File: config.mk
export PLATFORM = sky130hd
export DESIGN_NAME = ram_port_arbiter
export DESIGN_NICKNAME = d
export VERILOG_FILES = /design/src/rtl/ram_port_arbiter_pkg.sv /design/src/rtl/ram_port_mux.sv /design/src/rtl/ram_port_arbiter.sv
export SDC_FILE = /design/constraint.sdc
export NUM_CORES = 1
export LEC_CHECK = 0
export CAP_MARGIN = 20
export CORE_ASPECT_RATIO = 1.75
export CORE_MARGIN = 4
export CORE_UTILIZATION = 38
export DETAILED_ROUTE_END_ITERATION = 12
export PLACE_DENSITY = 0.95
export SYNTH_ARGS = -nofsm -noshare
export SYNTH_HDL_FRONTEND = slang
export SYNTH_SLANG_ARGS = --single-unit
File: constraint.sdc
create_clock -name clock -period 5.2 [get_ports clock]
set_input_delay 0.52 -clock clock [delete_from_list [all_inputs] [get_ports clock]]
set_output_delay 0.52 -clock clock [all_outputs]
set_load 0.005 [all_outputs]
File: src/rtl/ram_port_arbiter_pkg.sv
// ----------------------------------------------------------------------------
// ram_port_arbiter_pkg
// Shared definitions for the SPC700 / host RAM port arbiter:
//   - arb_state_e : arbiter FSM state encoding (3 bits)
//   - helper functions decoding which side owns the RAM in a given state
// No ports (package).
// ----------------------------------------------------------------------------
package ram_port_arbiter_pkg;

  localparam int ARB_STATE_W = 3;

  typedef enum logic [ARB_STATE_W-1:0] {
    ST_CPU   = 3'd0,
    ST_DRAIN = 3'd1,
    ST_HOST  = 3'd2,
    ST_ACK   = 3'd3,
    ST_WAIT  = 3'd4,
    ST_FAIR  = 3'd5
  } arb_state_e;

  // RAM address/data path is switched to the host port in these states.
  function automatic logic mux_to_host(input arb_state_e state);
    return (state == ST_HOST) || (state == ST_ACK) || (state == ST_WAIT);
  endfunction

  // Reported ownership also covers the drain cycle: the CPU is already paused.
  function automatic logic host_owns(input arb_state_e state);
    return (state == ST_DRAIN) || mux_to_host(state);
  endfunction

  // States in which the CPU may execute (subject to in_cpu_enable).
  function automatic logic cpu_slot(input arb_state_e state);
    return (state == ST_CPU) || (state == ST_FAIR);
  endfunction

endpackage

File: src/rtl/ram_port_mux.sv
// ----------------------------------------------------------------------------
// ram_port_mux
// Combinational 2:1 select of the RAM address / write data / write enable
// between the CPU bus and the host port, with a write-enable gate.
// Ports:
//   i_sel_host      1 = drive RAM from host port, 0 = from CPU bus
//   i_we_gate       write permission for the selected side
//   i_cpu_*         CPU address, write data, write strobe
//   i_host_*        host address, write data, write strobe
//   o_ram_*         RAM address, write data, write enable
// ----------------------------------------------------------------------------
module ram_port_mux #(
  parameter int ADDR_WIDTH = 16,
  parameter int DATA_WIDTH = 8
) (
  input  logic                  i_sel_host,
  input  logic                  i_we_gate,
  input  logic [ADDR_WIDTH-1:0] i_cpu_address,
  input  logic [DATA_WIDTH-1:0] i_cpu_write,
  input  logic                  i_cpu_we,
  input  logic [ADDR_WIDTH-1:0] i_host_address,
  input  logic [DATA_WIDTH-1:0] i_host_write,
  input  logic                  i_host_we,
  output logic [ADDR_WIDTH-1:0] o_ram_address,
  output logic [DATA_WIDTH-1:0] o_ram_write,
  output logic                  o_ram_we
);

  // Select the RAM driver; the gate can only remove a write, never create one.
  always_comb begin
    o_ram_address = i_cpu_address;
    o_ram_write   = i_cpu_write;
    o_ram_we      = 1'b0;
    if (i_sel_host) begin
      o_ram_address = i_host_address;
      o_ram_write   = i_host_write;
      o_ram_we      = i_host_we & i_we_gate;
    end else begin
      o_ram_address = i_cpu_address;
      o_ram_write   = i_cpu_write;
      o_ram_we      = i_cpu_we & i_we_gate;
    end
  end

endmodule

File: src/rtl/ram_port_arbiter.sv
// ----------------------------------------------------------------------------
// ram_port_arbiter
// Shares the single-port system RAM between the SPC700 CPU and a host/test
// port. The CPU is paused through a registered clock-enable while the host
// performs one access per HOST/ACK/WAIT round; after MAX_HOST_BURST host
// accesses the CPU is given a forced slot of CPU_SLOT_CYCLES cycles.
// Ports:
//   clock, reset               rising-edge clock, async active-low reset
//   in_cpu_enable              1 = CPU may run, 0 = host-only mode
//   in_cpu_address/write/..    CPU bus (address, write data, write strobe)
//   out_cpu_run                CPU clock-enable (registered)
//   in_host_req/we/address/..  host request (level), direction, address, data
//   out_host_ack               one-cycle completion pulse (registered)
//   out_host_read              read data, held from ack until next host access
//   out_host_owns              RAM belongs to host (DRAIN..WAIT)
//   out_ram_*, in_ram_read     RAM interface
// ----------------------------------------------------------------------------
module ram_port_arbiter
  import ram_port_arbiter_pkg::*;
#(
  parameter int ADDR_WIDTH      = 16,
  parameter int DATA_WIDTH      = 8,
  parameter int MAX_HOST_BURST  = 16,
  parameter int CPU_SLOT_CYCLES = 4
) (
  input  logic                  clock,
  input  logic                  reset,
  input  logic                  in_cpu_enable,
  input  logic [ADDR_WIDTH-1:0] in_cpu_address,
  input  logic [DATA_WIDTH-1:0] in_cpu_write,
  input  logic                  in_cpu_write_enable,
  output logic                  out_cpu_run,
  input  logic                  in_host_req,
  input  logic                  in_host_we,
  input  logic [ADDR_WIDTH-1:0] in_host_address,
  input  logic [DATA_WIDTH-1:0] in_host_write,
  output logic                  out_host_ack,
  output logic [DATA_WIDTH-1:0] out_host_read,
  output logic                  out_host_owns,
  output logic [ADDR_WIDTH-1:0] out_ram_address,
  output logic [DATA_WIDTH-1:0] out_ram_write,
  output logic                  out_ram_write_enable,
  input  logic [DATA_WIDTH-1:0] in_ram_read
);

  localparam int BURST_W = $clog2(MAX_HOST_BURST + 1);
  localparam int SLOT_W  = $clog2(CPU_SLOT_CYCLES + 1);
  localparam logic [BURST_W-1:0] BURST_MAX = BURST_W'(MAX_HOST_BURST);
  localparam logic [SLOT_W-1:0]  SLOT_LAST = SLOT_W'(CPU_SLOT_CYCLES - 1);

  arb_state_e                r_state;
  arb_state_e                w_next_state;
  logic [BURST_W-1:0]        r_burst_cnt;
  logic [SLOT_W-1:0]         r_slot_cnt;
  logic                      r_cpu_run;
  logic                      r_host_ack;
  logic                      r_host_owns;
  logic [DATA_WIDTH-1:0]     r_host_read;
  logic                      w_slot_done;
  logic                      w_sel_host;
  logic                      w_we_gate;

  assign w_slot_done = (r_slot_cnt == SLOT_LAST);
  assign w_sel_host  = mux_to_host(r_state);

  // State register.
  always_ff @(posedge clock or negedge reset) begin
    if (!reset) begin
      r_state <= ST_CPU;
    end else begin
      r_state <= w_next_state;
    end
  end

  // Next-state decode.
  always_comb begin
    w_next_state = r_state;
    case (r_state)
      ST_CPU: begin
        // A CPU that ran this cycle (even if enable is just falling) may have
        // a write in flight, so it gets one write-free drain cycle first.
        if (in_host_req) begin
          if (in_cpu_enable || r_cpu_run) begin
            w_next_state = ST_DRAIN;
          end else begin
            w_next_state = ST_HOST;
          end
        end else begin
          w_next_state = ST_CPU;
        end
      end
      ST_DRAIN: w_next_state = ST_HOST;
      ST_HOST:  w_next_state = ST_ACK;
      ST_ACK:   w_next_state = ST_WAIT;
      ST_WAIT: begin
        if (!in_host_req) begin
          w_next_state = ST_CPU;
        end else if (in_cpu_enable && (r_burst_cnt >= BURST_MAX)) begin
          w_next_state = ST_FAIR;
        end else begin
          w_next_state = ST_HOST;
        end
      end
      ST_FAIR: begin
        if (!in_cpu_enable) begin
          w_next_state = in_host_req ? ST_HOST : ST_CPU;
        end else if (w_slot_done) begin
          w_next_state = in_host_req ? ST_DRAIN : ST_CPU;
        end else begin
          w_next_state = ST_FAIR;
        end
      end
      default: w_next_state = ST_CPU;
    endcase
  end

  // Write permission for whichever side the mux currently selects.
  always_comb begin
    w_we_gate = 1'b0;
    case (r_state)
      ST_CPU:   w_we_gate = r_cpu_run;
      ST_FAIR:  w_we_gate = r_cpu_run;
      ST_HOST:  w_we_gate = 1'b1;
      default:  w_we_gate = 1'b0;
    endcase
  end

  // Registered status outputs derived from the state being entered.
  always_ff @(posedge clock or negedge reset) begin
    if (!reset) begin
      r_cpu_run   <= 1'b0;
      r_host_ack  <= 1'b0;
      r_host_owns <= 1'b0;
    end else begin
      r_cpu_run   <= in_cpu_enable & cpu_slot(w_next_state);
      r_host_ack  <= (w_next_state == ST_ACK);
      r_host_owns <= host_owns(w_next_state);
    end
  end

  // Host read data captured at the end of the HOST cycle, held otherwise.
  always_ff @(posedge clock or negedge reset) begin
    if (!reset) begin
      r_host_read <= {DATA_WIDTH{1'b0}};
    end else if ((r_state == ST_HOST) && !in_host_we) begin
      r_host_read <= in_ram_read;
    end else begin
      r_host_read <= r_host_read;
    end
  end

  // Saturating count of host accesses since the CPU last had the RAM.
  always_ff @(posedge clock or negedge reset) begin
    if (!reset) begin
      r_burst_cnt <= {BURST_W{1'b0}};
    end else if (cpu_slot(w_next_state)) begin
      r_burst_cnt <= {BURST_W{1'b0}};
    end else if ((r_state == ST_HOST) && (r_burst_cnt != BURST_MAX)) begin
      r_burst_cnt <= r_burst_cnt + BURST_W'(1);
    end else begin
      r_burst_cnt <= r_burst_cnt;
    end
  end

  // Forced CPU slot timer: zero on entry, counts while the slot continues.
  always_ff @(posedge clock or negedge reset) begin
    if (!reset) begin
      r_slot_cnt <= {SLOT_W{1'b0}};
    end else if ((w_next_state == ST_FAIR) && (r_state != ST_FAIR)) begin
      r_slot_cnt <= {SLOT_W{1'b0}};
    end else if ((w_next_state == ST_FAIR) && (r_state == ST_FAIR)) begin
      r_slot_cnt <= r_slot_cnt + SLOT_W'(1);
    end else begin
      r_slot_cnt <= r_slot_cnt;
    end
  end

  ram_port_mux #(
    .ADDR_WIDTH (ADDR_WIDTH),
    .DATA_WIDTH (DATA_WIDTH)
  ) u_mux (
    .i_sel_host     (w_sel_host),
    .i_we_gate      (w_we_gate),
    .i_cpu_address  (in_cpu_address),
    .i_cpu_write    (in_cpu_write),
    .i_cpu_we       (in_cpu_write_enable),
    .i_host_address (in_host_address),
    .i_host_write   (in_host_write),
    .i_host_we      (in_host_we),
    .o_ram_address  (out_ram_address),
    .o_ram_write    (out_ram_write),
    .o_ram_we       (out_ram_write_enable)
  );

  assign out_cpu_run   = r_cpu_run;
  assign out_host_ack  = r_host_ack;
  assign out_host_owns = r_host_owns;
  assign out_host_read = r_host_read;

endmodule
==> out/summary.md, run 1 <==
## Status
* run status: finished, final reports clean

## Logic synthesis
* Mapped Cells: 127
* Syn Nets: 193
* warnings from Yosys: 0
* sequential fraction of the synthesis area: 39.1%
* post-synth cell types: 40
* number of synthesized flops with an enable pin: 0
* Most used DFF post-synth: sky130_fd_sc_hd__dfrtp_1
* Post-synth ARST share: 100%
* register bit count reported by yosys: 22
* Cell Area, Synth: 1410 um2
* synthesized area per cell: 11.1 um2

## Routing
* Antenna Violating Nets Remaining: 0
* Detailed Route Iter0 Violations: 24
* average wire per standard cell: 17.0 um
* routed via count divided by cell count: 5.25
* final WL: 4590 um
* Vias: 1418
* Detailed Routing Iterations Pass 1: 4
* remaining design rule violation count: 0

## Power
* Final Total Pwr: 1210 uW
* leakage dissipation: 0.000999 uW
* maximum vdd drop: 373 uV
* power density over the cells: 480 nW/um2

## Hold path
* worst min-delay path category: in -> async

## STA
* clock period minus final worst setup slack: 2.90 ns
* Relative slew margins: 54.2%
* setup repair after global routing missed its margin: false
* maximum operating frequency: 345 MHz
* number of max-slew violations in the final report: 0
* Fin Clk Skew: 0.00270 ns
* actual slew at the worst max-slew pin: 0.686 ns
* Period Utilization, post-route: 55.7%
* post-route worst setup slack: 2.30 ns
* Total Negative Setup Slacks: 0 ns
* Worst Hold Margin: 0.466 ns
* final hold violation count: 0
* Setup-failing EPs final: 0

## Job
* number of maximum-capacitance constraint violations: 0

## Floorplan
* die width: 54.0 um
* core box area: 3590 um2
* Row Count: 29
* Die Span Y: 88.5 um
* effective utilization at floorplan: 39.2%
* full die area: 4780 um2
* number of ports placed on the die boundary: 98

## Worst setup path
* CP Capture Type: primary output
* Crit path arrival time: 2.38 ns
* internal reg-to-reg setup slack: 3.31 ns
* CP startpoint kind: register
* class of the most critical setup path: reg -> out
* largest fanout on the critical path: 24
* endpoint of the worst-slack reg-to-reg timing path: r_burst_cnt[2]
* number of cells traversed by the worst register-to-register path: 5
* Data required, critical path: 4.68 ns
* startpoint of the worst register-to-register path: r_state[0]

## CTS
* clock latency at the later pin of the worst-skew pair: 0.26 ns
* clock edge transition at the registers on the reported setup and hold paths: 0.08 ns
* largest buffer count on any clock path: 2
* count of clock tree sinks: 22
* clock tree from TritonCTS: built
* CTS-repair resized insts: 0
* total CTS buffers: 3
* H-Tree Level Count: 1
* setup bufs post-CTS: 0
* master cell of the clock root buffer: sky130_fd_sc_hd__clkbuf_8
* number of hold buffers added after cts: 0

## GRT
* total routing resource utilization after global routing: 19.9%
* maximum number of pins on one net before global-route repair: 25
* total congestion overflow after global routing: 0
* global-route wire length before repair: 6960 um
* number of antenna violations at the first check in global routing: 0
* number of global-route vias before repair: 1524
* met1 usage in global routing: 17.8%
* global-route met3 utilization: 6.41%
* highest-utilization routing layer at the global route stage: met2
* met2 routing resource usage after global routing: 39.6%

## Finish
* number of nets in the final layout: 291
* number of antenna cells inserted: 0
* Seq. cell area: 551 um2
* area added between synthesis and finish: 78.7%
* highest-count cells in the layout ignoring fill and taps: sky130_fd_sc_hd__clkdlybuf4s50_1 (97), sky130_fd_sc_hd__mux2_2 (32), sky130_fd_sc_hd__dfrtp_1 (22)
* Layout Cells excl Fill: 270
* share of final-layout standard cells stronger than drive strength 1: 20.5%
* most common cell after layout, fill and taps aside: sky130_fd_sc_hd__clkdlybuf4s50_1
* fill count: 240
* multi-input combinational cell area: 801 um2

## Placed design
* number of I/O port buffers: 97
* setup slack after placement: 2.64 ns
* count of placed standard cells including taps: 265
* Final GP Congestion: 0.828
* HPWL Detailed: 3770 um

==> Yosys cell counts, types with 2 or more instances <==
| cell | count | area, um2 |
|---|---|---|
| sky130_fd_sc_hd__inv_1 | 6 | 22.5 |
| sky130_fd_sc_hd__a21oi_1 | 2 | 10.0 |
| sky130_fd_sc_hd__o21ai_0 | 6 | 30.0 |
| sky130_fd_sc_hd__dfrtp_1 | 22 | 551 |
| sky130_fd_sc_hd__mux2_2 | 32 | 360 |
| sky130_fd_sc_hd__nor3b_1 | 2 | 15.0 |
| sky130_fd_sc_hd__nand3_1 | 2 | 10.0 |
| sky130_fd_sc_hd__nand4_1 | 3 | 18.8 |
| sky130_fd_sc_hd__xor2_1 | 2 | 17.5 |
| sky130_fd_sc_hd__nand2_1 | 6 | 22.5 |
| sky130_fd_sc_hd__nand3b_1 | 3 | 22.5 |
| sky130_fd_sc_hd__a211oi_1 | 4 | 30.0 |
| sky130_fd_sc_hd__nor2_1 | 2 | 7.51 |
| sky130_fd_sc_hd__ha_1 | 4 | 50.1 |
| sky130_fd_sc_hd__a21o_1 | 2 | 15.0 |
| sky130_fd_sc_hd__clkbuf_1 | 2 | 7.51 |
| sky130_fd_sc_hd__xnor2_1 | 2 | 17.5 |
| sky130_fd_sc_hd__buf_2 | 3 | 15.0 |
==> cell type report <==
cell class | instances | share of cell area [%]
clock buffer | 3 | 1.64
clock inverter | 1 | 1.19
inverter | 7 | 1.10
multi-input combinational | 92 | 31.9
sequential | 22 | 21.9
tap | 46 | 2.29
timing repair buffer | 99 | 40.0
==> cells by family (layout without fill, tap and decap cells) <==
| family | Yosys count | in the layout | synth area share (%) |
|---|---|---|---|
| flops | 22 | 22 | 39.1 |
| xor+xnor | 4 | 4 | 2.49 |
| buf+inv | 13 | 110 | 3.91 |
| simple gates | 28 | 28 | 12.1 |
| mux | 33 | 33 | 26.3 |
| compound gates | 23 | 23 | 12.5 |
| fa+ha+maj | 4 | 4 | 3.56 |
==> worst max-delay path: stages (launching register included) <==
cell                              delay, ns
sky130_fd_sc_hd__dfrtp_1               0.48
sky130_fd_sc_hd__and2b_1               0.27
sky130_fd_sc_hd__a21oi_2               0.18
sky130_fd_sc_hd__buf_4                 0.32
sky130_fd_sc_hd__mux2_2                0.38
sky130_fd_sc_hd__clkdlybuf4s50_1       0.48
==> power by group <==
part / switching, uW / leakage, uW / internal, uW
logic: 289 / 0.000686 / 465
clock network: 55.9 / 0.0000357 / 103
registers: 56.5 / 0.000277 / 236
total: 402 / 0.000999 / 804
==> per-layer routing <==
metal	vias to the layer above	routed length, um
met3	4	433
met4	0	48
met5	-	0
met1	685	1340
met2	73	2760
li1	656	-
==> worst max-delay path by stage <==
stage / cells after the start / end / slack [ns] / start
after floorplan: 5 / out_ram_address[0] / 3.13 / r_state[2]
after global placement: 5 / out_ram_write[3] / 2.69 / r_state[2]
after detailed placement: 5 / out_ram_address[6] / 2.64 / r_state[2]
after CTS: 5 / out_ram_address[6] / 2.30 / r_state[2]
after global routing: 5 / out_ram_address[6] / 2.20 / r_state[2]
final: 5 / out_ram_address[6] / 2.30 / r_state[2]
==> state kept, by name, indices dropped and copies added, names as in the netlist <==
register	count
out_host_read	8
r_burst_cnt	5
r_slot_cnt	3
r_state	3
out_cpu_run	1
out_host_ack	1
out_host_owns	1
==> through the flow <==
stage | area, um2 | util, %
floorplan | 1410 | -
global placement | 2410 | 67.2
detailed placement | 2410 | 67.2
CTS | 2490 | 69.2
global route | 2510 | 70.0
finish | 2510 | 70.0
No activity file was read; power rests on OpenSTA's default activity.
==> inputs of run 2 (changes only) <==
--- a/config.mk
+++ b/config.mk
@@ -8,9 +8,9 @@
 export CAP_MARGIN = 20
 export CORE_ASPECT_RATIO = 1.75
 export CORE_MARGIN = 4
-export CORE_UTILIZATION = 38
+export CORE_UTILIZATION = 35
 export DETAILED_ROUTE_END_ITERATION = 12
-export PLACE_DENSITY = 0.95
+export PLACE_DENSITY = 0.9
 export SYNTH_ARGS = -nofsm -noshare
 export SYNTH_HDL_FRONTEND = slang
 export SYNTH_SLANG_ARGS = --single-unit
==> constraint.sdc (replaced) <==
create_clock -name clock -period 2.9 [get_ports clock]
set_input_delay 0.29 -clock clock [delete_from_list [all_inputs] [get_ports clock]]
set_output_delay 0.29 -clock clock [all_outputs]
set_load 0.005 [all_outputs]
==> out/summary.md, run 2 (synthesis gave the netlist of run 1 again) <==
## Status
* run status: finished, final reports clean

## Routing
* final WL: 4300 um
* average wire per standard cell: 15.9 um
* Antenna Violating Nets Remaining: 0
* Vias: 1320
* routed via count divided by cell count: 4.87
* remaining design rule violation count: 0
* Detailed Route Iter0 Violations: 13
* Detailed Routing Iterations Pass 1: 4

## Finish
* Layout Cells excl Fill: 271
* max reg flops: 8
* most common cell after layout, fill and taps aside: sky130_fd_sc_hd__clkdlybuf4s50_1
* share of final-layout standard cells stronger than drive strength 1: 20.2%
* area added between synthesis and finish: 77.0%
* number of nets in the final layout: 290
* number of antenna cells inserted: 0
* highest-count cells in the layout ignoring fill and taps: sky130_fd_sc_hd__clkdlybuf4s50_1 (97), sky130_fd_sc_hd__mux2_2 (32), sky130_fd_sc_hd__dfrtp_1 (22)

## GRT
* number of global-route vias before repair: 1483
* maximum number of pins on one net before global-route repair: 25
* total routing resource utilization after global routing: 17.2%
* global-route wire length before repair: 6960 um
* number of antenna violations at the first check in global routing: 0
* total congestion overflow after global routing: 0

## STA
* Period Utilization, post-route: 89.5%
* number of max-slew violations in the final report: 0
* actual slew at the worst max-slew pin: 0.957 ns
* Total Negative Setup Slacks: 0 ns
* Relative slew margins: 36.0%
* final hold violation count: 0
* setup repair after global routing missed its margin: false
* Fin Clk Skew: 0.00114 ns
* maximum operating frequency: 385 MHz
* Setup-failing EPs final: 0
* clock period minus final worst setup slack: 2.60 ns

## Power
* power density over the cells: 856 nW/um2
* Final Total Pwr: 2130 uW
* maximum vdd drop: 470 uV
* leakage dissipation: 0.000986 uW

## Floorplan
* full die area: 5140 um2
* core box area: 3870 um2
* effective utilization at floorplan: 36.4%
* die width: 55.9 um
* Die Span Y: 91.9 um
* number of ports placed on the die boundary: 98
* Row Count: 30

## CTS
* total CTS buffers: 3
* number of hold buffers added after cts: 0
* master cell of the clock root buffer: sky130_fd_sc_hd__clkbuf_8
* CTS-repair resized insts: 0
* H-Tree Level Count: 1
* largest buffer count on any clock path: 2
* clock tree from TritonCTS: built
* clock latency at the later pin of the worst-skew pair: 0.26 ns
* clock edge transition at the registers on the reported setup and hold paths: 0.08 ns
* setup bufs post-CTS: 0
* count of clock tree sinks: 22

## Placed design
* Final GP Congestion: 0.800
* HPWL Detailed: 3560 um
* count of placed standard cells including taps: 267
* number of I/O port buffers: 97

## Worst setup path
* CP startpoint kind: register
* internal reg-to-reg setup slack: 1.04 ns
* Data required, critical path: 2.61 ns
* CP Capture Type: primary output
* largest fanout on the critical path: 24
* class of the most critical setup path: reg -> out
* Crit path arrival time: 2.31 ns

## Job
* number of maximum-capacitance constraint violations: 0

## Hold path
* worst min-delay path category: reg -> reg

run 2: cell types whose count changed in the layout (fill, tap and decap cells not counted), sizes merged:
cell,before,now
buf,2,1
run 2: routing by layer:
metal	vias up	track usage [%]	part of all wire, %
li1	652	-	-
met1	621	17.4	34
met2	40	34.3	60
met3	7	2.68	3.9
met4	0	6.34	1.9
met5	-	0	0
run 2: per-stage QoR:
| stage | hold WS (ns) | instance area (um2) | worst slack [ns] | util (%) |
|---|---|---|---|---|
| 2_1_floorplan | -0.00559 | 1410 | 1.06 | - |
| 3_3_place_gp | 0.473 | 2420 | 0.635 | 62.5 |
| 3_5_place_dp | 0.486 | 2420 | 0.588 | 62.5 |
| 4_1_cts | 0.504 | 2490 | 0.285 | 64.4 |
| 5_1_grt | 0.539 | 2490 | 0.213 | 64.4 |
| 6_report | 0.500 | 2490 | 0.305 | 64.4 |
run 2: path summary, 6_finish.rpt:
kind | from | endpoint | cells past startpoint
setup / recovery | r_state[2] | out_ram_address[9] | 5
hold / removal | r_slot_cnt[1] | r_slot_cnt[1] | 2
setup reg to reg | r_slot_cnt[0] | r_burst_cnt[2] | 6
hold reg to reg | r_slot_cnt[1] | r_slot_cnt[1] | 2
max in group asynchronous | reset | out_host_read[4] | 1
min in group asynchronous | reset | r_burst_cnt[2] | 1
run 2: power by group:
group / switching, uW / internal [uW] / total [uW] / leakage (uW)
logic: 498 / 829 / 1330 / 0.000674
registers: 95.4 / 423 / 519 / 0.000277
clock network: 101 / 184 / 285 / 0.0000357
run 2: layout make-up:
cell class	instances	area, um2
fillers	305	1380
repair buffers	98	978
multi-input cells	92	801
flip-flops and latches	22	551
well taps	48	60.1
clock buffers	3	41.3
clock inverters	1	30.0
inverters	7	27.5
run 2: worst max-delay path: stages (launching register included):
cell,delay [ns]
sky130_fd_sc_hd__dfrtp_1,0.47
sky130_fd_sc_hd__and2b_1,0.26
sky130_fd_sc_hd__a21oi_2,0.15
sky130_fd_sc_hd__buf_4,0.30
sky130_fd_sc_hd__mux2_2,0.38
sky130_fd_sc_hd__clkdlybuf4s50_1,0.47
